`src/rtl/clause_loader.sv`:
```
// clause_loader: packs a streamed CNF formula into clause-memory slice words,
// padding unused literal slots and unused slices with the reserved pad literal.
`default_nettype none

module clause_loader #(
    parameter  int NUM_CLAUSES           = 64,
    parameter  int VAR_ID_BITS           = 8,
    parameter  int NUM_CLAUSES_PER_CYCLE = 16,
    parameter  int NUM_VARS_PER_CLAUSE   = 3,
    localparam int LIT_W          = VAR_ID_BITS + 1,
    localparam int LITS_PER_SLICE = NUM_VARS_PER_CLAUSE * NUM_CLAUSES_PER_CYCLE,
    localparam int SLICE_W        = LIT_W * LITS_PER_SLICE,
    localparam int NUM_SLICES     = NUM_CLAUSES / NUM_CLAUSES_PER_CYCLE,
    localparam int ADDR_W         = (NUM_SLICES > 1) ? $clog2(NUM_SLICES) : 1
) (
    input  logic                   clk,
    input  logic                   reset,
    input  logic                   start,
    input  logic                   lit_valid,
    output logic                   lit_ready,
    input  logic [VAR_ID_BITS-1:0] lit_var_id,
    input  logic                   lit_neg,
    input  logic                   lit_last,
    output logic                   mem_wr_en,
    output logic [ADDR_W-1:0]      mem_wr_addr,
    output logic [SLICE_W-1:0]     mem_wr_data,
    output logic                   busy,
    output logic                   done,
    output logic                   error
);

    localparam int IDX_W = (LITS_PER_SLICE > 1) ? $clog2(LITS_PER_SLICE) : 1;

    localparam logic [LIT_W-1:0]   PAD_LIT   = {1'b0, {VAR_ID_BITS{1'b1}}};
    localparam logic [SLICE_W-1:0] PAD_SLICE = {LITS_PER_SLICE{PAD_LIT}};
    localparam logic [IDX_W-1:0]   LAST_IDX  = IDX_W'(LITS_PER_SLICE - 1);
    localparam logic [ADDR_W-1:0]  LAST_ADDR = ADDR_W'(NUM_SLICES - 1);

    typedef enum logic [2:0] {
        S_IDLE  = 3'd0,
        S_LOAD  = 3'd1,
        S_WRITE = 3'd2,
        S_FLUSH = 3'd3,
        S_DONE  = 3'd4,
        S_ERROR = 3'd5
    } state_t;

    state_t               state_q, state_d;
    logic [SLICE_W-1:0]   buf_q, buf_d;
    logic [IDX_W-1:0]     lit_idx_q, lit_idx_d;
    logic [ADDR_W-1:0]    slice_addr_q, slice_addr_d;
    logic                 last_seen_q, last_seen_d;

    always_ff @(posedge clk or posedge reset) begin
        if (reset) begin
            state_q      <= S_IDLE;
            buf_q        <= PAD_SLICE;
            lit_idx_q    <= '0;
            slice_addr_q <= '0;
            last_seen_q  <= 1'b0;
        end else begin
            state_q      <= state_d;
            buf_q        <= buf_d;
            lit_idx_q    <= lit_idx_d;
            slice_addr_q <= slice_addr_d;
            last_seen_q  <= last_seen_d;
        end
    end

    always_comb begin
        state_d      = state_q;
        buf_d        = buf_q;
        lit_idx_d    = lit_idx_q;
        slice_addr_d = slice_addr_q;
        last_seen_d  = last_seen_q;
        case (state_q)
            S_IDLE, S_DONE, S_ERROR: begin
                if (start) begin
                    buf_d        = PAD_SLICE;
                    lit_idx_d    = '0;
                    slice_addr_d = '0;
                    last_seen_d  = 1'b0;
                    state_d      = S_LOAD;
                end
            end
            S_LOAD: begin
                if (lit_valid) begin
                    buf_d[int'(lit_idx_q) * LIT_W +: LIT_W] = {lit_neg, lit_var_id};
                    if ((lit_idx_q == LAST_IDX) || lit_last) begin
                        last_seen_d = lit_last;
                        state_d     = S_WRITE;
                    end else begin
                        lit_idx_d = lit_idx_q + IDX_W'(1);
                    end
                end
            end
            S_WRITE: begin
                if (slice_addr_q == LAST_ADDR) begin
                    state_d = last_seen_q ? S_DONE : S_ERROR;
                end else begin
                    slice_addr_d = slice_addr_q + ADDR_W'(1);
                    if (last_seen_q) begin
                        state_d = S_FLUSH;
                    end else begin
                        lit_idx_d = '0;
                        buf_d     = PAD_SLICE;
                        state_d   = S_LOAD;
                    end
                end
            end
            S_FLUSH: begin
                if (slice_addr_q == LAST_ADDR) begin
                    state_d = S_DONE;
                end else begin
                    slice_addr_d = slice_addr_q + ADDR_W'(1);
                end
            end
            default: state_d = S_IDLE;
        endcase
    end

    // Outputs decode registered state only; FLUSH never reads the buffer.
    always_comb begin
        lit_ready   = (state_q == S_LOAD);
        mem_wr_en   = (state_q == S_WRITE) || (state_q == S_FLUSH);
        mem_wr_addr = mem_wr_en ? slice_addr_q : '0;
        mem_wr_data = '0;
        if (state_q == S_WRITE) begin
            mem_wr_data = buf_q;
        end else if (state_q == S_FLUSH) begin
            mem_wr_data = PAD_SLICE;
        end
        busy  = (state_q == S_LOAD) || (state_q == S_WRITE) || (state_q == S_FLUSH);
        done  = (state_q == S_DONE);
        error = (state_q == S_ERROR);
    end

endmodule

`default_nettype wire

```
`config.mk`:
```
export PLATFORM = sky130hd
export DESIGN_NAME = clause_loader
export DESIGN_NICKNAME = d
export VERILOG_FILES = /design/src/rtl/clause_loader.sv
export SDC_FILE = /design/constraint.sdc
export NUM_CORES = 1
export LEC_CHECK = 0
export CAP_MARGIN = 20
export CORE_MARGIN = 2
export CORE_UTILIZATION = 35
export DETAILED_ROUTE_END_ITERATION = 10
export MAX_ROUTING_LAYER = met4
export PLACE_DENSITY = 0.61
export SLEW_MARGIN = 40
export SYNTH_ARGS = -nofsm -noshare
export SYNTH_HDL_FRONTEND = slang
export SYNTH_SLANG_ARGS = --single-unit
```
`constraint.sdc`:
```
create_clock -name clk -period 22.4 [get_ports clk]
set_input_delay 3.36 -clock clk [delete_from_list [all_inputs] [get_ports clk]]
set_output_delay 3.36 -clock clk [all_outputs]
set_load 0.01 [all_outputs]
```
Word-level counts from Yosys, hierarchy flattened
Index checks and enable logic that the tools add are counted.

word-level totals
  register bits = 444
  bits in latches = 0
  bits in writable memories = 0
  ROM bits = 0
  bits of input ports = 14
  word-level logic and storage cells = 71
  memories kept = 0

operators by class
  add/sub/neg operators = 3
  $mul = 1
  div/mod/pow operators = 0
  magnitude comparators = 0
  equality and inequality tests = 15
  shift-type cells = 2
  mux-type cells = 30
  bitwise logic cells = 0
  reduce and logical (&&, ||, !) cells = 15

operators with widths
  operator                                                number
  2-to-1 mux 432 bit                                      5
  case mux 432 bit (3 select lines)                       1
  bitwise mux 432 bit                                     1
  variable shift 9 x 33 -> 432 bit, first input constant  1
  variable part select 9 x 33 -> 432 bit                  1
  2-to-1 mux 431 bit                                      1
  negation 10 -> 33 bit                                   1
  2-to-1 mux 6 bit                                        5
  case mux 6 bit (3 select lines)                         1
  2-to-1 mux 3 bit                                        5
  != test 2 bit, second input constant                    7
  case mux 3 bit (4 select lines)                         1
  multiplier 6 x 4 -> 10 bit, second input constant       1
  2-to-1 mux 2 bit                                        4
  AND reduction 4 bit                                     2
  adder 6 x 1 -> 6 bit, second input constant             1
  == test 3 x 2 -> 1 bit, second input constant           2
  == test 3 bit, second input constant                    2
  == test 6 bit, second input constant                    1
  AND reduction 6 bit                                     1
  AND reduction 5 bit                                     1
  logical OR 1 bit                                        4
  2-to-1 mux 1 bit                                        4
  case mux 2 bit (2 select lines)                         1
  other kinds (11)                                        12

Depth between registers and ports, before layout
Gate-level depths: netlist (run 1).

  depth after elaboration = 6
  mapped depth = 12
  depth with buffers taken out = 7

Least setup slack after synthesis (run 1)
Ideal clock, no wire load.

  path kind = register to output
  start = register state_q[2]
  end = output port lit_ready
  arrival = 1.888 ns
  data required time = 19.040 ns
  setup slack = 17.152 ns
  stages on the path, launching flop included = 9
  buffers on the path = 5
  cells stage by stage = dfrtp_1 -> clkbuf_1 -> nand2b_1 -> buf_2 -> or2_2 -> buf_2 -> inv_2 -> clkbuf_1 -> clkbuf_1

between the ends
  longest elaborated chain between the ends = 1

RTL lines
  item                      RTL line  text
  start: declaration        48        state_t state_q, state_d;
  start signal: assignment  62        state_q <= state_d;
  == test 3 x 1 -> 1 bit    124       lit_ready = (state_q == S_LOAD);
  end: declaration          20        output logic lit_ready,

No other way between the ends.

Worst setup path after layout (run 1)
  start = register state_q[0]
  end = output port mem_wr_data[240]

between the ends
  longest elaborated chain between the ends = 3
  elaborated cells between the ends (all ways) = 4

RTL lines
  item                    RTL line  text
  == test 3 x 2 -> 1 bit  130       end else if (state_q == S_FLUSH) begin
  2-to-1 mux 431 bit      130
  2-to-1 mux 432 bit *    128       if (state_q == S_WRITE) begin
  end: declaration        26        output logic [SLICE_W-1:0] mem_wr_data,

Mark *: on every way between the ends. The rest lies on a longest branch, timed or not.

==> metrics.md, run 1 <==
| Metric | Value |
|---|---|
| Status | completed |
| Minimum clock period | around 7.4 ns |
| Grt ovf | 0 |
| Root Buffer Master | clkbuf_16 |
| Cts hold-fix bufs | 0 |
| RSZ-0062 raised after global routing | false |
| Via Count | between 20000 and 25000 |
| Max_cap viols | 0 |
| Top_reg_cell synth | dfstp_2 |
| Via density per instance | approximately 5.5 |
| Critical path launch point type | flip-flop |
| Slowest cell on crit path | dfrtp_4 |
| Worst-case clock buffer depth | 3 |
| Seq cells post-synth | between 400 and 500 |
| Die Y | about 260 um |
| Antenna Nets Post-Route | 0 |
| Min-delay worst type | flip-flop to flip-flop |
| CTS buffer count | between 50 and 60 |
| Post-synth EDFFs | 0 |
| Top-Level Pins | about 450 |
| CTS HTree Levels | 2 |
| DR DRC count | 0 |
| First-pass GRT wire length | between 100 and 150 mm |
| Row count | 94 |
| Placed cell area | between 20000 and 30000 um^2 |
| Fmax | between 100 and 150 MHz |
| Synth Area in Simple Gates | 0.234 |
| WP data arrival | 4.03 ns |
| Post-Syn Area | ~23000 um^2 |
| Final WS setup | 15.01 ns |
| Post-cts resize count | 0 |
| Largest net degree at the start of global routing | around 110 |
| Fin area | approximately 30000 um^2 |
| DR WL/cell | 23.1 um |
| Critical Path RT | roughly 19 ns |
| Final slew viol count | 0 |
| Clock Skews | about 0.019 ns |
| Clk pwr share | 0.215 |
| Worst r2r path cells | 9 |
| Worst-Skew Late Latency | ~0.60 ns |
| CP cell instances | buf_12 -> buf_4 -> buf_4 -> nor2_1 -> nor2_1 -> clkdlybuf4s50_1 |
| Sequential-to-total area share from yosys stat | 0.499 |
| Most frequent cells in the layout | nor2_1 (958), clkdlybuf4s50_1 (452), dfstp_2 (384) |
| Mux share of post-synthesis cell area | 0.0711 |
| Post-Synthesis Cells | around 2700 |
| Placed wire-length estimate | about 63 mm |
| Pre-antenna DRT Iters | 6 |
| Critical path class | flip-flop to output pin |
| Tcrit/Tclk final | 0.330 |
| Yosys Warn Count | 0 |
| Leakage | around 12 nW |
| Share of cells above drive strength 1 | 0.203 |
| Most common cell after layout, fill and taps aside | nor2_1 |
| Final setup violation count | 0 |
| Slew @ Worst Pin | 0.864 ns |
| Worst ir drop on vdd | ~0.14 mV |
| Hold Path Stages | 2 |
| Critical Path Sink Type | output pin |
| Synth unique cells | between 70 and 80 |
| Relative slew slack | 0.423 |
| Psw | 1.80 mW |
| Compound-Gate Fraction of Synth Area | 0.141 |
| Die Area | 68500 um^2 |
| Top cell type's share of synthesized area | 0.434 |
| Area leader, netlist | dfstp_2 |
| IO Port Bufs | approximately 450 |
| Async SR Flop Fraction | 1.00 |
| TritonCTS clock tree | done |
| Final Hold Viols | 0 |
| Post-Syn Nets | ~2700 |
| Syn_area_per_cell | 8.63 um^2 |
| Final #Nets | 3023 |
| Top post-synthesis cells by area | dfstp_2 (43%), nor2_1 (16%), mux2i_1 (6.7%) |
| Switch share | 0.440 |
| Vias in the first global route | 21000 |
| Synth-to-Final Area Change | 30.7% |
| Overall Global Routing Usage | 0.265 |
| Core area | roughly 66000 um^2 |
| Synth Area in XOR/XNOR | 0.00264 |
| Critical path fanouts, max | between 70 and 80 |
| Power consumption | between 4 and 5 mW |
| Gate power share | 0.565 |
| Initial antenna violation count | 0 |
| RePlAce Congestion | around 0.92 |
| Clock slew at reported path FFs | roughly 0.060 ns |
| Starting Density | 0.354 |
| Internal power | about 2.3 mW |
| N_diodes | 0 |
| Largest family of logic cells by synthesized area | simple AND/OR/NAND/NOR gates |
| Setup bufs post-CTS | 0 |
| Die W | ~260 um |
| Adder-cell share of the synthesized area | 0.00323 |
| TNS Setup | 0 ns |
| Fillers | approximately 6300 |
| Detailed Route WL | around 90 mm |
| Largest stage delay on the critical path | slightly below 0.8 ns |
| Clock tree sinks | between 400 and 500 |
| Power Density | approximately 130 nW/um^2 |
| DP Worst Slack | ~16 ns |
| Sequential Power Share | 0.220 |
| Iteration-0 DRC Markers | between 1500 and 2000 |
==> critical path, delay by kind of cell, from the launching register on <==
family / cells / cell delay, ns
DFF: 1 / 0.78
and+or+nand+nor: 2 / 0.29
buffers and inverters: 4 / 2.20
==> final cells by class <==
cell class / instances / area, um^2 / share of cell area
Clock buffer: 72 / 1500 / 0.0493
Inverter: 18 / 75.1 / 0.00247
Timing Repair Buffer: 514 / 5120 / 0.169
Clock inverter: 23 / 284 / 0.00935
Tap cell: 864 / 1080 / 0.0356
Sequential cell: 444 / 11600 / 0.382
Multi-Input combinational cell: 1974 / 10700 / 0.353
==> sequential cells by signal, summed over array words and instances, names as in the netlist <==
register	cells
buf_q	432
lit_idx_q	6
state_q	3
slice_addr_q	2
last_seen_q	1
==> metal layers <==
metal | wire [um] | global-route usage | up-vias
li1 | - | - | 9731
met5 | 0 | - | -
met1 | 39000 | 0.356 | 10600
met2 | 42000 | 0.408 | 914
met4 | 2850 | 0.0778 | 0
met3 | 6620 | 0.0481 | 165
==> Yosys cell counts (all sizes together), types with 58 or more instances <==
library cell / n
clkbuf: 185
mux2i: 155
a21oi: 58
dfrtp: 60
buf: 71
dfstp: 384
a31oi: 58
nand2: 121
nor3: 66
nor2: 968
o211ai: 77
o21ai: 170
==> power groups by stage <==
stage          Combinational [mW]  Clock, mW  Sequential (mW)
6_report                     2.31      0.879            0.901
5_1_grt                      2.47      0.927            0.906
4_1_cts                      2.32      0.894            0.900
3_5_place_dp                 2.31          0            0.912
3_3_place_gp                 2.24          0            0.924
2_1_floorplan                1.16          0            0.879
==> per-stage QoR <==
| stage | hold slack (ns) | utilization | cells |
|---|---|---|---|
| 2_1_floorplan | 0.456 | - | 2692 |
| 3_3_place_gp | 0.473 | 0.430 | 3805 |
| 3_5_place_dp | 0.473 | 0.434 | 3810 |
| 4_1_cts | 0.485 | 0.461 | 3905 |
| 5_1_grt | 0.510 | 0.462 | 3909 |
| 6_report | 0.489 | 0.462 | 3909 |
==> cell families after synthesis <==
| group | Yosys count |
|---|---|
| XOR/XNOR | 7 |
| multiplexers | 164 |
| AND/OR/NAND/NOR | 1312 |
| flip-flops | 444 |
| buffers and inverters | 274 |
| AO/OA/AOI/OAI | 485 |
| adder cells (fa/ha/maj) | 6 |
==> worst paths after layout <==
| path | slack (ns) | endpoint | start |
|---|---|---|---|
| worst max-delay path | 15.01 | mem_wr_data[240] | state_q[0] |
| worst min-delay path | 0.49 | buf_q[338] | buf_q[338] |
| worst max register to register | 17.71 | buf_q[1] | state_q[0] |
| worst min register to register | 0.49 | buf_q[338] | buf_q[338] |
| max in group asynchronous | 17.37 | buf_q[255] | reset |
| min in group asynchronous | 3.18 | buf_q[107] | reset |
Power figures use the tool's default switching activity.
==> run 2: changes to the inputs <==
Clock period 22.4 ns to 7.4 ns, I/O delays scaled along.
==> run 2 against run 1 <==
  * Global-route usage about the same
  * Combinational power increased to 3.0 times the previous value
  * Clock skew increased by 0.0040 ns
  * First-iteration DRC count increased by 15%
  * Power increased to 3.0 times the previous value
  * Die area unchanged
  * Critical path type unchanged
  * Largest cell class unchanged
==> metrics.md, run 2 (synthesis gave the netlist of run 1 again) <==
| Metric | Value |
|---|---|
| Clock tree sinks | 444 |
| Power Density | just over 400 nW/um^2 |
| Root Buffer Master | clkbuf_16 |
| Setup bufs post-CTS | 0 |
| Starting Density | 0.354 |
| Min-delay worst type | flip-flop to flip-flop |
| Iteration-0 DRC Markers | ~1900 |
| Cts hold-fix bufs | 0 |
| Worst Hold Launch | buf_q[395] |
| CP bufs+invs | 3 |
| Fmax | between 200 and 250 MHz |
| TNS Setup | 0 ns |
| Placed cell area | between 20000 and 30000 um^2 |
| RSZ-0062 raised after global routing | false |
| Worst-case clock buffer depth | 3 |
| Gate power share | 0.569 |
| Worst Setup SP | state_q[1] |
| Critical path launch point type | flip-flop |
| RePlAce Congestion | between 0.9 and 1 |
| Antenna Nets Post-Route | 0 |
| CP cell instances | nand2b_4 -> buf_4 -> buf_6 -> nor2_1 -> clkdlybuf4s50_1 |
| Via density per instance | 5.50 |
| Die W | 262 um |
| WP data arrival | about 3.5 ns |
| Most frequent cells in the layout | nor2_1 (958), clkdlybuf4s50_1 (451), dfstp_2 (384) |
| CTS HTree Levels | 2 |
| Core area | 65700 um^2 |
| Critical Path Sink Type | output pin |
| Clock slew at reported path FFs | about 0.07 ns |
| Share of cells above drive strength 1 | 0.203 |
| Largest stage delay on the critical path | roughly 0.67 ns |
| TritonCTS clock tree | done |
| Reg-to-reg startpoint | lit_idx_q[0] |
| Initial antenna violation count | 1 |
| Pre-antenna DRT Iters | 5 |
| Worst-Skew Late Latency | between 0.6 and 0.7 ns |
| Synth-to-Final Area Change | 30.6% |
| CTS buffer count | 50 |
| Most common cell after layout, fill and taps aside | nor2_1 |
| Internal power | 6.89 mW |
| Post-cts resize count | 0 |
| DR DRC count | 0 |
| R2r setup slk | roughly 3.2 ns |
| Max_cap viols | 0 |
| First-pass GRT wire length | ~130 mm |
| Critical path fanouts, max | 111 |
| Die Area | 68500 um^2 |
| Critical Path RT | between 6 and 7 ns |
| Clk pwr share | 0.211 |
| Leakage | around 12 nW |
| Crit-path leading delay family | buffers and inverters |
| Minimum clock period | roughly 4.7 ns |
| Fin area | 30400 um^2 |
| Tcrit/Tclk final | 0.629 |
| Worst r2r path cells | 8 |
| IO Port Bufs | 452 |
| Worst hold slack | approximately 0.5 ns |
| Top flop regs | buf_q: 432 flops, lit_idx_q: 6 flops, state_q: 3 flops |
| Sequential Power Share | 0.221 |
| Row count | 94 |
| Final slew viol count | 0 |
| CP endpoint | mem_wr_data[9] |
| Slew @ Worst Pin | around 0.91 ns |
| Critical path class | flip-flop to output pin |
| Placed wire-length estimate | 62.7 mm |
| Critical path depth | 5 |
| Psw | approximately 5.5 mW |
| DR WL/cell | 23.1 um |
| Final Hold Viols | 0 |
| Clock Skews | approximately 0.023 ns |
| Worst ir drop on vdd | roughly 0.29 mV |
| Flip-flop count of the largest register after layout | ~430 |
| Grt ovf | 0 |
| Largest net degree at the start of global routing | 160 |
| Largest Register | buf_q |
| Die Y | 262 um |
| Slowest cell on crit path | buf_4 |
| Final #Nets | a little over 3000 |
| Relative slew slack | 0.381 |
| RR Endpoint | buf_q[122] |
| Top-Level Pins | 453 |
| Final setup violation count | 0 |
| Detailed Route WL | around 90 mm |
| Overall Global Routing Usage | 0.265 |
| Switch share | 0.443 |
| Vias in the first global route | 21100 |
| Status | completed |
| Via Count | 21500 |
run 2: area by class of cell:
class,count,area (um^2)
inverters,18,71.3
clock buffers,69,1480
repair buffers,515,5140
diodes,1,2.50
flip-flops and latches,444,11600
fillers,6255,35400
clock inverters,23,260
well taps,864,1080
multi-input cells,1974,10700
run 2: metrics by stage:
stage               setup slack, ns  std cells  utilization  power (mW)
floorplan                     0.602       2692            -        6.18
global placement               3.09       3803        0.430        9.59
detailed placement             3.13       3809        0.434        9.76
CTS                            2.75       3901        0.460        12.4
global route                   2.56       3908        0.462        13.0
finish                         2.75       3908        0.462        12.4
run 2: how the worst min path moves through the flow:
stage | end | depth (start not counted) | slack (ns)
6_report | buf_q[395] | 2 | 0.50
5_1_grt | buf_q[228] | 1 | 0.51
4_1_cts | buf_q[395] | 2 | 0.50
3_5_place_dp | buf_q[395] | 2 | 0.49
3_3_place_gp | buf_q[395] | 2 | 0.48
2_1_floorplan | buf_q[338] | 2 | 0.46
run 2: power groups by stage:
stage / combinational [mW] / clock, mW / sequential (mW)
after floorplan: 3.51 / 0 / 2.66
after global placement: 6.81 / 0 / 2.78
after detailed placement: 7.00 / 0 / 2.76
after CTS: 7.02 / 2.67 / 2.73
after global routing: 7.47 / 2.75 / 2.74
final: 7.04 / 2.61 / 2.73
run 2: worst register-to-register path, cell delays in order (launching register included):
cell and delay, ns:
dfrtp_1 0.62, inv_1 0.27, ha_1 0.43, or4bb_1 0.65, o32ai_4 0.37, buf_6 0.23
or2_2 0.45, nand3_1 0.68, mux2i_1 0.39
run 2: metal layers:
metal / vias up / share of wire / routed length, um / GRT usage
li1: 9728 / - / - / -
met1: 10700 / 0.44 / 39400 / 0.355
met4: 0 / 0.030 / 2670 / 0.0781
met2: 884 / 0.47 / 42100 / 0.414
met3: 153 / 0.067 / 6030 / 0.0419
met5: - / 0 / 0 / -
